<file path="config.mk">
export PLATFORM = sky130hd
export DESIGN_NAME = rpn_core
export DESIGN_NICKNAME = d
export VERILOG_FILES = /design/src/rtl/rpn_core.sv
export SDC_FILE = /design/constraint.sdc
export NUM_CORES = 1
export LEC_CHECK = 0
export ABC_AREA = 1
export CAP_MARGIN = 30
export CORE_UTILIZATION = 30
export CTS_BUF_LIST = sky130_fd_sc_hd__clkbuf_4 sky130_fd_sc_hd__clkbuf_8 sky130_fd_sc_hd__clkbuf_16
export DETAILED_ROUTE_END_ITERATION = 8
export PLACE_DENSITY_LB_ADDON = 0.08
export SLEW_MARGIN = 20
export SYNTH_ARGS = -nofsm -noshare
export SYNTH_HDL_FRONTEND = slang
export SYNTH_SLANG_ARGS = --single-unit
</file>
<file path="constraint.sdc">
create_clock -name Clock -period 4.75 [get_ports Clock]
set_input_delay 0.95 -clock Clock [delete_from_list [all_inputs] [get_ports Clock]]
set_output_delay 0.95 -clock Clock [all_outputs]
set_load 0.005 [all_outputs]
</file>
<file path="src/rtl/rpn_core.sv">
// Integer RPN calculator engine: digit entry, operand stack, add/sub/neg and an
// iterative shift-add multiplier, reporting each key as a one-cycle cmd/data event.
`ifndef OD_N
`define OD_N 16
`endif
`ifndef OC_N
`define OC_N 2
`endif
`ifndef OC_NONE
`define OC_NONE 2'd0
`endif
`ifndef OC_NUM
`define OC_NUM 2'd1
`endif
`ifndef OC_ACK
`define OC_ACK 2'd2
`endif
`ifndef OC_ERR
`define OC_ERR 2'd3
`endif

module rpn_core #(
    parameter int DEPTH = 4
) (
    input  logic             Clock,
    input  logic             Reset,
    input  logic             key_valid,
    input  logic [3:0]       key_code,
    output logic             busy,
    output logic [`OD_N-1:0] data,
    output logic [`OC_N-1:0] cmd
);
    localparam int W   = `OD_N;
    localparam int SPW = $clog2(DEPTH + 1);
    localparam int IW  = (DEPTH > 1) ? $clog2(DEPTH) : 1;
    localparam int CW  = $clog2(W + 1);
    localparam logic [W-1:0] MIN_VAL = {1'b1, {(W-1){1'b0}}};

    localparam logic [3:0] K_ADD   = 4'd10;
    localparam logic [3:0] K_SUB   = 4'd11;
    localparam logic [3:0] K_MUL   = 4'd12;
    localparam logic [3:0] K_ENTER = 4'd13;
    localparam logic [3:0] K_NEG   = 4'd14;
    localparam logic [3:0] K_CLR   = 4'd15;

    typedef enum logic [1:0] {
        S_IDLE = 2'd0,
        S_MUL  = 2'd1,
        S_FIN  = 2'd2
    } state_t;

    state_t             state_q, state_d;
    logic [W-1:0]       stk_q [DEPTH];
    logic [W-1:0]       stk_d [DEPTH];
    logic [SPW-1:0]     sp_q, sp_d;
    logic [W-1:0]       entry_q, entry_d;
    logic               ent_act_q, ent_act_d;
    logic [2:0]         ndig_q, ndig_d;
    logic [`OC_N-1:0]   cmd_q, cmd_d;
    logic [W-1:0]       data_q, data_d;
    logic               busy_q, busy_d;
    logic [2*W-1:0]     mcand_q, mcand_d;
    logic [W-1:0]       mplier_q, mplier_d;
    logic [2*W-1:0]     acc_q, acc_d;
    logic               neg_q, neg_d;
    logic [CW-1:0]      cnt_q, cnt_d;

    logic [IW-1:0]      top_idx, sec_idx, res_idx;
    logic [SPW-1:0]     res_sp;
    logic [W-1:0]       top_val, sec_val, x_val, y_val, x_mag, y_mag;
    logic               bin_ok;
    logic [W:0]         sum_w, diff_w;
    logic [W-1:0]       arith_res;
    logic               arith_ovf;
    logic [W-1:0]       dig_base, dig_ext, dig_mul, dig_val;
    logic [2:0]         dig_nd;
    logic [W-1:0]       neg_src, neg_res;
    logic               neg_ok;
    logic [W-1:0]       enter_val;
    logic               prod_fit;
    logic [W-1:0]       mul_res;

    // Operand selection and datapath results shared by all key handlers.
    always_comb begin
        top_idx = IW'(sp_q - SPW'(1));
        sec_idx = IW'(sp_q - SPW'(2));
        top_val = stk_q[top_idx];
        sec_val = stk_q[sec_idx];
        x_val   = ent_act_q ? entry_q : top_val;
        y_val   = ent_act_q ? top_val : sec_val;
        bin_ok  = (ent_act_q && (sp_q >= SPW'(1))) || (sp_q >= SPW'(2));
        // The result lands where Y was; X is either the entry or the old top.
        res_idx = ent_act_q ? top_idx : sec_idx;
        res_sp  = ent_act_q ? sp_q : (sp_q - SPW'(1));
        x_mag   = x_val[W-1] ? ({W{1'b0}} - x_val) : x_val;
        y_mag   = y_val[W-1] ? ({W{1'b0}} - y_val) : y_val;

        sum_w     = {y_val[W-1], y_val} + {x_val[W-1], x_val};
        diff_w    = {y_val[W-1], y_val} - {x_val[W-1], x_val};
        arith_res = (key_code == K_SUB) ? diff_w[W-1:0] : sum_w[W-1:0];
        arith_ovf = (key_code == K_SUB) ? (diff_w[W] ^ diff_w[W-1])
                                        : (sum_w[W] ^ sum_w[W-1]);

        // A digit after any completed operation starts a fresh positive entry.
        dig_base = ent_act_q ? entry_q : {W{1'b0}};
        dig_nd   = ent_act_q ? ndig_q : 3'd0;
        dig_ext  = {{(W-4){1'b0}}, key_code};
        dig_mul  = dig_base * W'(10);
        dig_val  = dig_base[W-1] ? (dig_mul - dig_ext) : (dig_mul + dig_ext);

        neg_src = ent_act_q ? entry_q : top_val;
        neg_res = {W{1'b0}} - neg_src;
        neg_ok  = (ent_act_q || (sp_q >= SPW'(1))) && (neg_src != MIN_VAL);

        enter_val = ent_act_q ? entry_q
                  : ((sp_q == {SPW{1'b0}}) ? {W{1'b0}} : top_val);

        prod_fit = (acc_q[2*W-1:W-1] == {(W+1){1'b0}})
                || (neg_q && (acc_q == {{W{1'b0}}, MIN_VAL}));
        mul_res  = neg_q ? ({W{1'b0}} - acc_q[W-1:0]) : acc_q[W-1:0];
    end

    // Next-state logic: key decode in IDLE, multiplier iteration, result commit.
    always_comb begin
        state_d   = state_q;
        stk_d     = stk_q;
        sp_d      = sp_q;
        entry_d   = entry_q;
        ent_act_d = ent_act_q;
        ndig_d    = ndig_q;
        cmd_d     = `OC_NONE;
        data_d    = data_q;
        mcand_d   = mcand_q;
        mplier_d  = mplier_q;
        acc_d     = acc_q;
        neg_d     = neg_q;
        cnt_d     = cnt_q;

        case (state_q)
            S_IDLE: begin
                if (key_valid) begin
                    case (key_code)
                        4'd0, 4'd1, 4'd2, 4'd3, 4'd4,
                        4'd5, 4'd6, 4'd7, 4'd8, 4'd9: begin
                            if (dig_nd == 3'd4) begin
                                cmd_d = `OC_ERR;
                            end else begin
                                entry_d   = dig_val;
                                ndig_d    = dig_nd + 3'd1;
                                ent_act_d = 1'b1;
                                cmd_d     = `OC_NUM;
                                data_d    = dig_val;
                            end
                        end
                        K_ADD, K_SUB: begin
                            if (!bin_ok || arith_ovf) begin
                                cmd_d = `OC_ERR;
                            end else begin
                                stk_d[res_idx] = arith_res;
                                sp_d           = res_sp;
                                ent_act_d      = 1'b0;
                                ndig_d         = 3'd0;
                                cmd_d          = `OC_NUM;
                                data_d         = arith_res;
                            end
                        end
                        K_MUL: begin
                            if (!bin_ok) begin
                                cmd_d = `OC_ERR;
                            end else begin
                                state_d  = S_MUL;
                                mcand_d  = {{W{1'b0}}, y_mag};
                                mplier_d = x_mag;
                                acc_d    = {(2*W){1'b0}};
                                neg_d    = x_val[W-1] ^ y_val[W-1];
                                cnt_d    = {CW{1'b0}};
                            end
                        end
                        K_ENTER: begin
                            if (sp_q == SPW'(DEPTH)) begin
                                cmd_d = `OC_ERR;
                            end else begin
                                stk_d[IW'(sp_q)] = enter_val;
                                sp_d             = sp_q + SPW'(1);
                                ent_act_d        = 1'b0;
                                ndig_d           = 3'd0;
                                cmd_d            = `OC_ACK;
                            end
                        end
                        K_NEG: begin
                            if (!neg_ok) begin
                                cmd_d = `OC_ERR;
                            end else if (ent_act_q) begin
                                entry_d = neg_res;
                                cmd_d   = `OC_NUM;
                                data_d  = neg_res;
                            end else begin
                                stk_d[top_idx] = neg_res;
                                cmd_d          = `OC_NUM;
                                data_d         = neg_res;
                            end
                        end
                        K_CLR: begin
                            sp_d      = {SPW{1'b0}};
                            entry_d   = {W{1'b0}};
                            ent_act_d = 1'b0;
                            ndig_d    = 3'd0;
                            cmd_d     = `OC_NUM;
                            data_d    = {W{1'b0}};
                        end
                        default: begin
                            cmd_d = `OC_ERR;
                        end
                    endcase
                end else begin
                    state_d = S_IDLE;
                end
            end
            S_MUL: begin
                acc_d    = mplier_q[0] ? (acc_q + mcand_q) : acc_q;
                mcand_d  = mcand_q << 1;
                mplier_d = mplier_q >> 1;
                cnt_d    = cnt_q + CW'(1);
                if (cnt_q == CW'(W - 1)) begin
                    state_d = S_FIN;
                end else begin
                    state_d = S_MUL;
                end
            end
            S_FIN: begin
                state_d = S_IDLE;
                if (prod_fit) begin
                    stk_d[res_idx] = mul_res;
                    sp_d           = res_sp;
                    ent_act_d      = 1'b0;
                    ndig_d         = 3'd0;
                    cmd_d          = `OC_NUM;
                    data_d         = mul_res;
                end else begin
                    cmd_d = `OC_ERR;
                end
            end
            default: begin
                state_d = S_IDLE;
            end
        endcase

        busy_d = (state_d != S_IDLE);
    end

    // State and output registers.
    always_ff @(posedge Clock or negedge Reset) begin
        if (!Reset) begin
            state_q   <= S_IDLE;
            for (int i = 0; i < DEPTH; i++) begin
                stk_q[i] <= {W{1'b0}};
            end
            sp_q      <= {SPW{1'b0}};
            entry_q   <= {W{1'b0}};
            ent_act_q <= 1'b0;
            ndig_q    <= 3'd0;
            cmd_q     <= `OC_NONE;
            data_q    <= {W{1'b0}};
            busy_q    <= 1'b0;
            mcand_q   <= {(2*W){1'b0}};
            mplier_q  <= {W{1'b0}};
            acc_q     <= {(2*W){1'b0}};
            neg_q     <= 1'b0;
            cnt_q     <= {CW{1'b0}};
        end else begin
            state_q   <= state_d;
            stk_q     <= stk_d;
            sp_q      <= sp_d;
            entry_q   <= entry_d;
            ent_act_q <= ent_act_d;
            ndig_q    <= ndig_d;
            cmd_q     <= cmd_d;
            data_q    <= data_d;
            busy_q    <= busy_d;
            mcand_q   <= mcand_d;
            mplier_q  <= mplier_d;
            acc_q     <= acc_d;
            neg_q     <= neg_d;
            cnt_q     <= cnt_d;
        end
    end

    assign busy = busy_q;
    assign data = data_q;
    assign cmd  = cmd_q;

endmodule

</file>
==> run_results.csv, run 1 <==
group,metric,value,unit
synthesis,synthesis.area,19900,µm²
worst_setup_path,crit_path_top_delay_cell,"o21ai_0",
detailed_routing,detail_route.first_pass.iterations,6,
synthesis,ys.flop_type,"dfrtp_1",
global_route,antenna_violations_before_repair,4,
hold_path,holdCritPathClass,"primary input to async pin",
timing,setup_total_negative_slack,0,ns
synthesis,asyncSetResetFlopFracSynth,100,%
floorplanning,die_height,260,µm
cells_and_area,number_of_antenna_cells_inserted,0,
cells_and_area,final_core_utilization,34.3,%
timing,grt_setup_unrepaired,"no",
clock_tree,cts_buf_count,17,
cells_and_area,num-nets-final,3478,
placement,place.detailed.hpwl,77.1,mm
clock_tree,cts_resized,0,
worst_setup_path,timing.critical_path.arrival,5.00,ns
synthesis,synth_edf_count,0,
floorplanning,core_area,65600,µm²
worst_setup_path,timing.critical_path.from_type,"flop",
clock_tree,clockBufferDepth,2,
clock_tree,cts.reportedPaths.clkPinSlew,0.09,ns
worst_setup_path,path_cells,"buf_12 > a21oi_1 > o21ai_0 > nand2_1 > o21ai_0 > inv_1 > ha_1 > a21oi_1 > nand3_1 > o21ai_0 > xor2_1 > nand2_1 > nand3_1 > a21oi_1 > o21ai_0",
synthesis,post-synth-top-count-cell,"nand2_1",
synthesis,synthesis.instances,3290,
worst_setup_path,data_required_critical_path,5.19,ns
worst_setup_path,timing.critical_path.slowest_cell_delay,0.61,ns
status,status,"finished clean",
worst_setup_path,path_class,"flop to flop",
synthesis,syn_area_per_cell,6.05,µm²
synthesis,synth_common_cells,"nand2_1 (1149), inv_1 (322), o21ai_0 (293), nor2_1 (270), nand3_1 (224)",
floorplanning,dieArea,67300,µm²
timing,final-setup-viol-count,0,
cells_and_area,drive_gt1_share,8.19,%
global_route,global_route.overflow_total,0,
worst_setup_path,category_of_the_worst_setup_path_capture_point,"flop",
worst_setup_path,reg2reg_from,"sp_q[0]",
synthesis,synth.ff_latch_count,194,
global_route,track_usage,29.2,%
timing,final.period_utilization,96.0,%
synthesis,synth.yosys.seq_area_share,24.4,%
detailed_routing,drt-initial-drc-count,2598,
clock_tree,cts-root-buf,"clkbuf_16",
timing,tightest_slew,1.07,ns
timing,slew_headroom,27.8,%
clock_tree,postCtsSetupRepairBufs,0,
timing,report.final.slew_viol_count,0,
synthesis,synth_largest_type_area_fraction,24.4,%
clock_tree,cts.sink_count,194,
global_route,grt_pass1_wl,144,mm
cells_and_area,syn_to_final_growth,13.2,%
clock_tree,cts_tree,"yes",
synthesis,synthTopCellsByArea,"dfrtp_1 (24%), nand2_1 (22%), o21ai_0 (7.4%), ha_1 (6.7%), inv_1 (6.1%)",
worst_setup_path,worstPathMaxFanout,58,
detailed_routing,route.vias.total,22600,
detailed_routing,drc_errors,0,
placement,i_o_buffers,25,
timing,skew,0.0291,ns
placement,finalWeightedCongestion,1.03,
worst_setup_path,critical_path.startpoint,"sp_q[0]",
clock_tree,cts_max_level,4,
global_route,grt_start_max_net_pins,85,
floorplanning,initial_utilization,30.3,%
floorplanning,number_of_ports_placed_on_the_die_boundary,26,
synthesis,yosysWarnings,0,
timing,fmax,219,MHz
detailed_routing,detail_route.wirelength,98.3,mm
synthesis,post-synth-top-area-cell,"dfrtp_1",
synthesis,synth_cell_types,58,
detailed_routing,wl_per_cell,23.2,µm
synthesis,syn_nets,3409,
global_route,grt_pass1_vias,21100,
worst_setup_path,worst_path_most_repeated_cell,"o21ai_0",
detailed_routing,route.detailed.vias_per_inst,5.34,
clock_tree,cts_hold_buf,0,
clock_tree,clk-insertion-delay-late,0.52,ns
floorplanning,row_count,94,
timing,period_needed,4.56,ns
flow_run,max-cap-violations,0,
timing,hold_violations,0,
detailed_routing,antenna_violating_nets_post_route,0,
floorplanning,die_width,260,µm
layout make-up:
class	count	area (µm²)
Clock buffer	22	475
Clock inverter	10	91.3
Fill cell	7392	43100
Inverter	349	1320
Multi-Input combinational cell	2613	13100
Sequential cell	194	4860
Tap cell	864	1080
Timing Repair Buffer	184	1600
critical path: cells and delay by family, from the launching register on:
family | cells | cell delay (ns)
AOI/OAI and AO/OA | 7 | 1.77
and+or+nand+nor | 4 | 0.83
DFF | 1 | 0.44
buffers and inverters | 2 | 0.48
xor gates and xnor gates | 1 | 0.47
adders and majority gates | 1 | 0.47
metal layers:
layer | up-vias | wire length [µm] | GRT usage, %
li1 | 10900 | - | -
met5 | - | 26 | 0
met3 | 116 | 8330 | 6.27
met4 | 4 | 2580 | 8.55
met2 | 897 | 40900 | 43.2
met1 | 10700 | 46500 | 42.0
through the flow:
stage	hold slack (ns)	setup slack, ns	cells	cell area, µm²
after floorplan	0.449	0.304	3290	19900
after global placement	0.466	0.171	4202	21900
after detailed placement	0.464	0.128	4202	21900
after CTS	0.481	0.123	4234	22500
after global routing	0.459	0.0116	4236	22500
final	0.407	0.191	4236	22500
sequential cells by signal, indices dropped and copies added, names as in the netlist:
name and cells:
data 16, mcand_q 32, ndig_q 3, busy 1, neg_q 1, mplier_q 16, ent_act_q 1, entry_q 16
cnt_q 5, acc_q 32, stk_q 64, state_q 2, cmd 2, sp_q 3
path summary, 6_finish.rpt:
kind / to / slack (ns) / cells past startpoint
worst max register to register: data[8] / 0.19 / 15
worst max-delay path: data[8] / 0.19 / 15
worst min register to register: data[2] / 0.48 / 2
worst min-delay path: mcand_q[20] / 0.41 / 1
min in group Clock: data[2] / 0.48 / 2
max in group asynchronous: mplier_q[6] / 3.20 / 2
cell families (layout without fill, tap and decap cells):
kind of cell / count (synthesis) / count (layout) / share of synthesized area [%]
buf+inv: 483 / 565 / 10.0
simple gates: 1738 / 1738 / 36.1
xor+xnor: 41 / 41 / 1.84
flops: 194 / 194 / 24.4
compound gates: 722 / 722 / 20.4
fa+ha+maj: 112 / 112 / 7.27
cells in the final DEF (no fill, tap or decap), types with 15 or more instances in the layout:
master,Yosys,final
clkdlybuf4s50_1,0,24
inv_1,322,321
nor2_1,270,267
o21bai_1,15,15
nand4_1,18,18
o211ai_1,58,58
dfrtp_1,194,192
buf_4,11,143
ha_1,106,101
o21ai_0,293,292
inv_2,14,15
a22oi_1,25,25
clkbuf_16,0,17
nand3_1,224,224
a31oi_1,26,26
nand2_1,1149,1147
xor2_1,36,36
o21ai_1,27,27
o22ai_1,32,32
a21oi_1,207,207
nor3_1,20,20
Power of run 1 is not shown: default switching activity piles up to over one toggle a cycle in this logic, so the estimate is an artifact.
==> inputs of run 2 (changes only) <==
--- a/config.mk
+++ b/config.mk
@@ -6,11 +6,10 @@
 export NUM_CORES = 1
 export LEC_CHECK = 0
 export ABC_AREA = 1
-export CAP_MARGIN = 30
+export CAP_MARGIN = 0
 export CORE_UTILIZATION = 30
 export CTS_BUF_LIST = sky130_fd_sc_hd__clkbuf_4 sky130_fd_sc_hd__clkbuf_8 sky130_fd_sc_hd__clkbuf_16
 export DETAILED_ROUTE_END_ITERATION = 8
-export PLACE_DENSITY_LB_ADDON = 0.08
 export SLEW_MARGIN = 20
 export SYNTH_ARGS = -nofsm -noshare
 export SYNTH_HDL_FRONTEND = slang
==> run_results.csv, run 2 (same netlist as run 1, synthesis figures left out) <==
group,metric,value,unit
timing,report.final.slew_viol_count,0,
timing,hold_violations,0,
detailed_routing,drc_errors,0,
timing,final.period_utilization,95.9,%
clock_tree,cts_hold_buf,0,
placement,i_o_buffers,25,
floorplanning,number_of_ports_placed_on_the_die_boundary,26,
worst_setup_path,timing.critical_path.arrival,4.99,ns
timing,fin_worst_hold_slack,0.392,ns
global_route,global_route.overflow_total,0,
floorplanning,row_count,94,
floorplanning,core_area,65600,µm²
cells_and_area,largest_registers,"stk_q (64), acc_q (32), mcand_q (32)",
timing,period_needed,4.55,ns
floorplanning,die_height,260,µm
detailed_routing,detail_route.first_pass.iterations,6,
detailed_routing,route.detailed.vias_per_inst,5.38,
cells_and_area,most-common-layout-cells,"nand2_1 (1149), inv_1 (321), o21ai_0 (292), nor2_1 (267), nand3_1 (224)",
timing,fmax,220,MHz
detailed_routing,wl_per_cell,20.6,µm
detailed_routing,antenna_violating_nets_post_route,0,
timing,grt_setup_unrepaired,"no",
cells_and_area,filler_cell_count,7401,
timing,tightest_slew,1.11,ns
placement,place_area,21300,µm²
worst_setup_path,worstPathMaxFanout,18,
worst_setup_path,timing.critical_path.from_type,"flop",
cells_and_area,drive_gt1_share,6.40,%
timing,setup_total_negative_slack,0,ns
cells_and_area,register_with_the_most_flip_flops,"stk_q",
clock_tree,clk-insertion-delay-late,0.52,ns
cells_and_area,layout.cells.most_common,"nand2_1",
worst_setup_path,path_class,"flop to flop",
placement,place_ws,0.270,ns
timing,skew,0.0190,ns
global_route,grt_pass1_vias,20700,
floorplanning,initial_utilization,30.3,%
global_route,grt_pass1_wl,129,mm
cells_and_area,syn_to_final_growth,10.8,%
worst_setup_path,category_of_the_worst_setup_path_capture_point,"flop",
clock_tree,cts-root-buf,"clkbuf_16",
placement,finalWeightedCongestion,1.01,
hold_path,holdCritPathClass,"primary input to async pin",
worst_setup_path,data_required_critical_path,5.19,ns
cells_and_area,final_cell_area,22000,µm²
clock_tree,clockBufferDepth,2,
global_route,grt_start_max_net_pins,98,
detailed_routing,route.vias.total,22500,
clock_tree,cts_buf_count,17,
floorplanning,die_width,260,µm
placement,place.detailed.hpwl,65.6,mm
flow_run,max-cap-violations,0,
cells_and_area,largest_register_ff_count,64,
timing,slew_headroom,25.9,%
detailed_routing,detail_route.wirelength,86.2,mm
clock_tree,cts_tree,"yes",
global_route,antenna_violations_before_repair,0,
clock_tree,cts_max_level,4,
cells_and_area,num-nets-final,3421,
timing,final-setup-viol-count,0,
clock_tree,cts.sink_count,194,
timing,setup_ws,0.195,ns
floorplanning,dieArea,67300,µm²
global_route,track_usage,25.5,%
detailed_routing,drt-initial-drc-count,2739,
clock_tree,cts.reportedPaths.clkPinSlew,0.08,ns
status,status,"finished clean",
==> run 2: changes by cell type in the layout (fill, tap and decap cells not counted), moves of 3 or more <==
cell       before  now
ha_1          101  106
buf_12         12    6
bufinv_16       0    3
ha_2            5    0
buf_4         143   96
==> run 2: what timing repair did <==
| action | 4_1_cts | 5_1_grt |
|---|---|---|
| setup buffers | 0 | 5 |
| gates resized for setup | 0 | 1 |
| endpoints found under the setup margin | 0 | 31 |
==> run 2: metal layers <==
layer,track usage (%),vias up,wire [µm]
li1,-,10800,-
met1,34.0,10400,37000
met2,38.8,1110,36900
met3,5.91,204,8290
met4,11.3,0,3980
met5,0,-,0
==> run 2: cell type report <==
cell class / instances / area, µm² / share of cell area (%)
Inverter: 349 / 1320 / 5.99
Clock buffer: 20 / 448 / 2.03
Multi-Input combinational cell: 2613 / 13100 / 59.3
Clock inverter: 12 / 170 / 0.772
Antenna cell: 1 / 2.50 / 0.0114
Sequential cell: 194 / 4860 / 22.0
Timing Repair Buffer: 127 / 1100 / 4.97
Tap cell: 864 / 1080 / 4.91
==> run 2: metrics by stage <==
stage,instances,util [%]
2_1_floorplan,3290,-
3_3_place_gp,4142,32.5
3_5_place_dp,4142,32.5
4_1_cts,4174,33.4
5_1_grt,4179,33.6
6_report,4180,33.6
==> run 2: worst max-delay path, stage by stage (launching register included) <==
cell and delay [ns]:
dfrtp_2 0.44, inv_6 0.04, ha_1 0.33, inv_4 0.23, nand3_1 0.14, nand2_1 0.09
nand2_1 0.04, o21ai_1 0.33, inv_1 0.18, buf_4 0.21, ha_1 0.23, inv_1 0.07
o21ai_0 0.13, a21oi_1 0.16, nand2_1 0.17, o21ai_0 0.30, xor2_1 0.78, nand2_1 0.10
nand3_1 0.23, a21oi_1 0.11, o21ai_1 0.15
==> run 2: path summary, 6_finish.rpt <==
path                          from        end  slack (ns)  depth (start not counted)
setup / recovery           sp_q[0]    data[7]        0.20                         20
hold / removal               Reset  acc_q[20]        0.39                          1
hold reg to reg            data[1]    data[1]        0.49                          2
max in group asynchronous    Reset   stk_q[3]        3.31                          2
setup reg to reg           sp_q[0]    data[7]        0.20                         20
min in group Clock         data[1]    data[1]        0.49                          2
Power of run 2 is left out for the same reason.
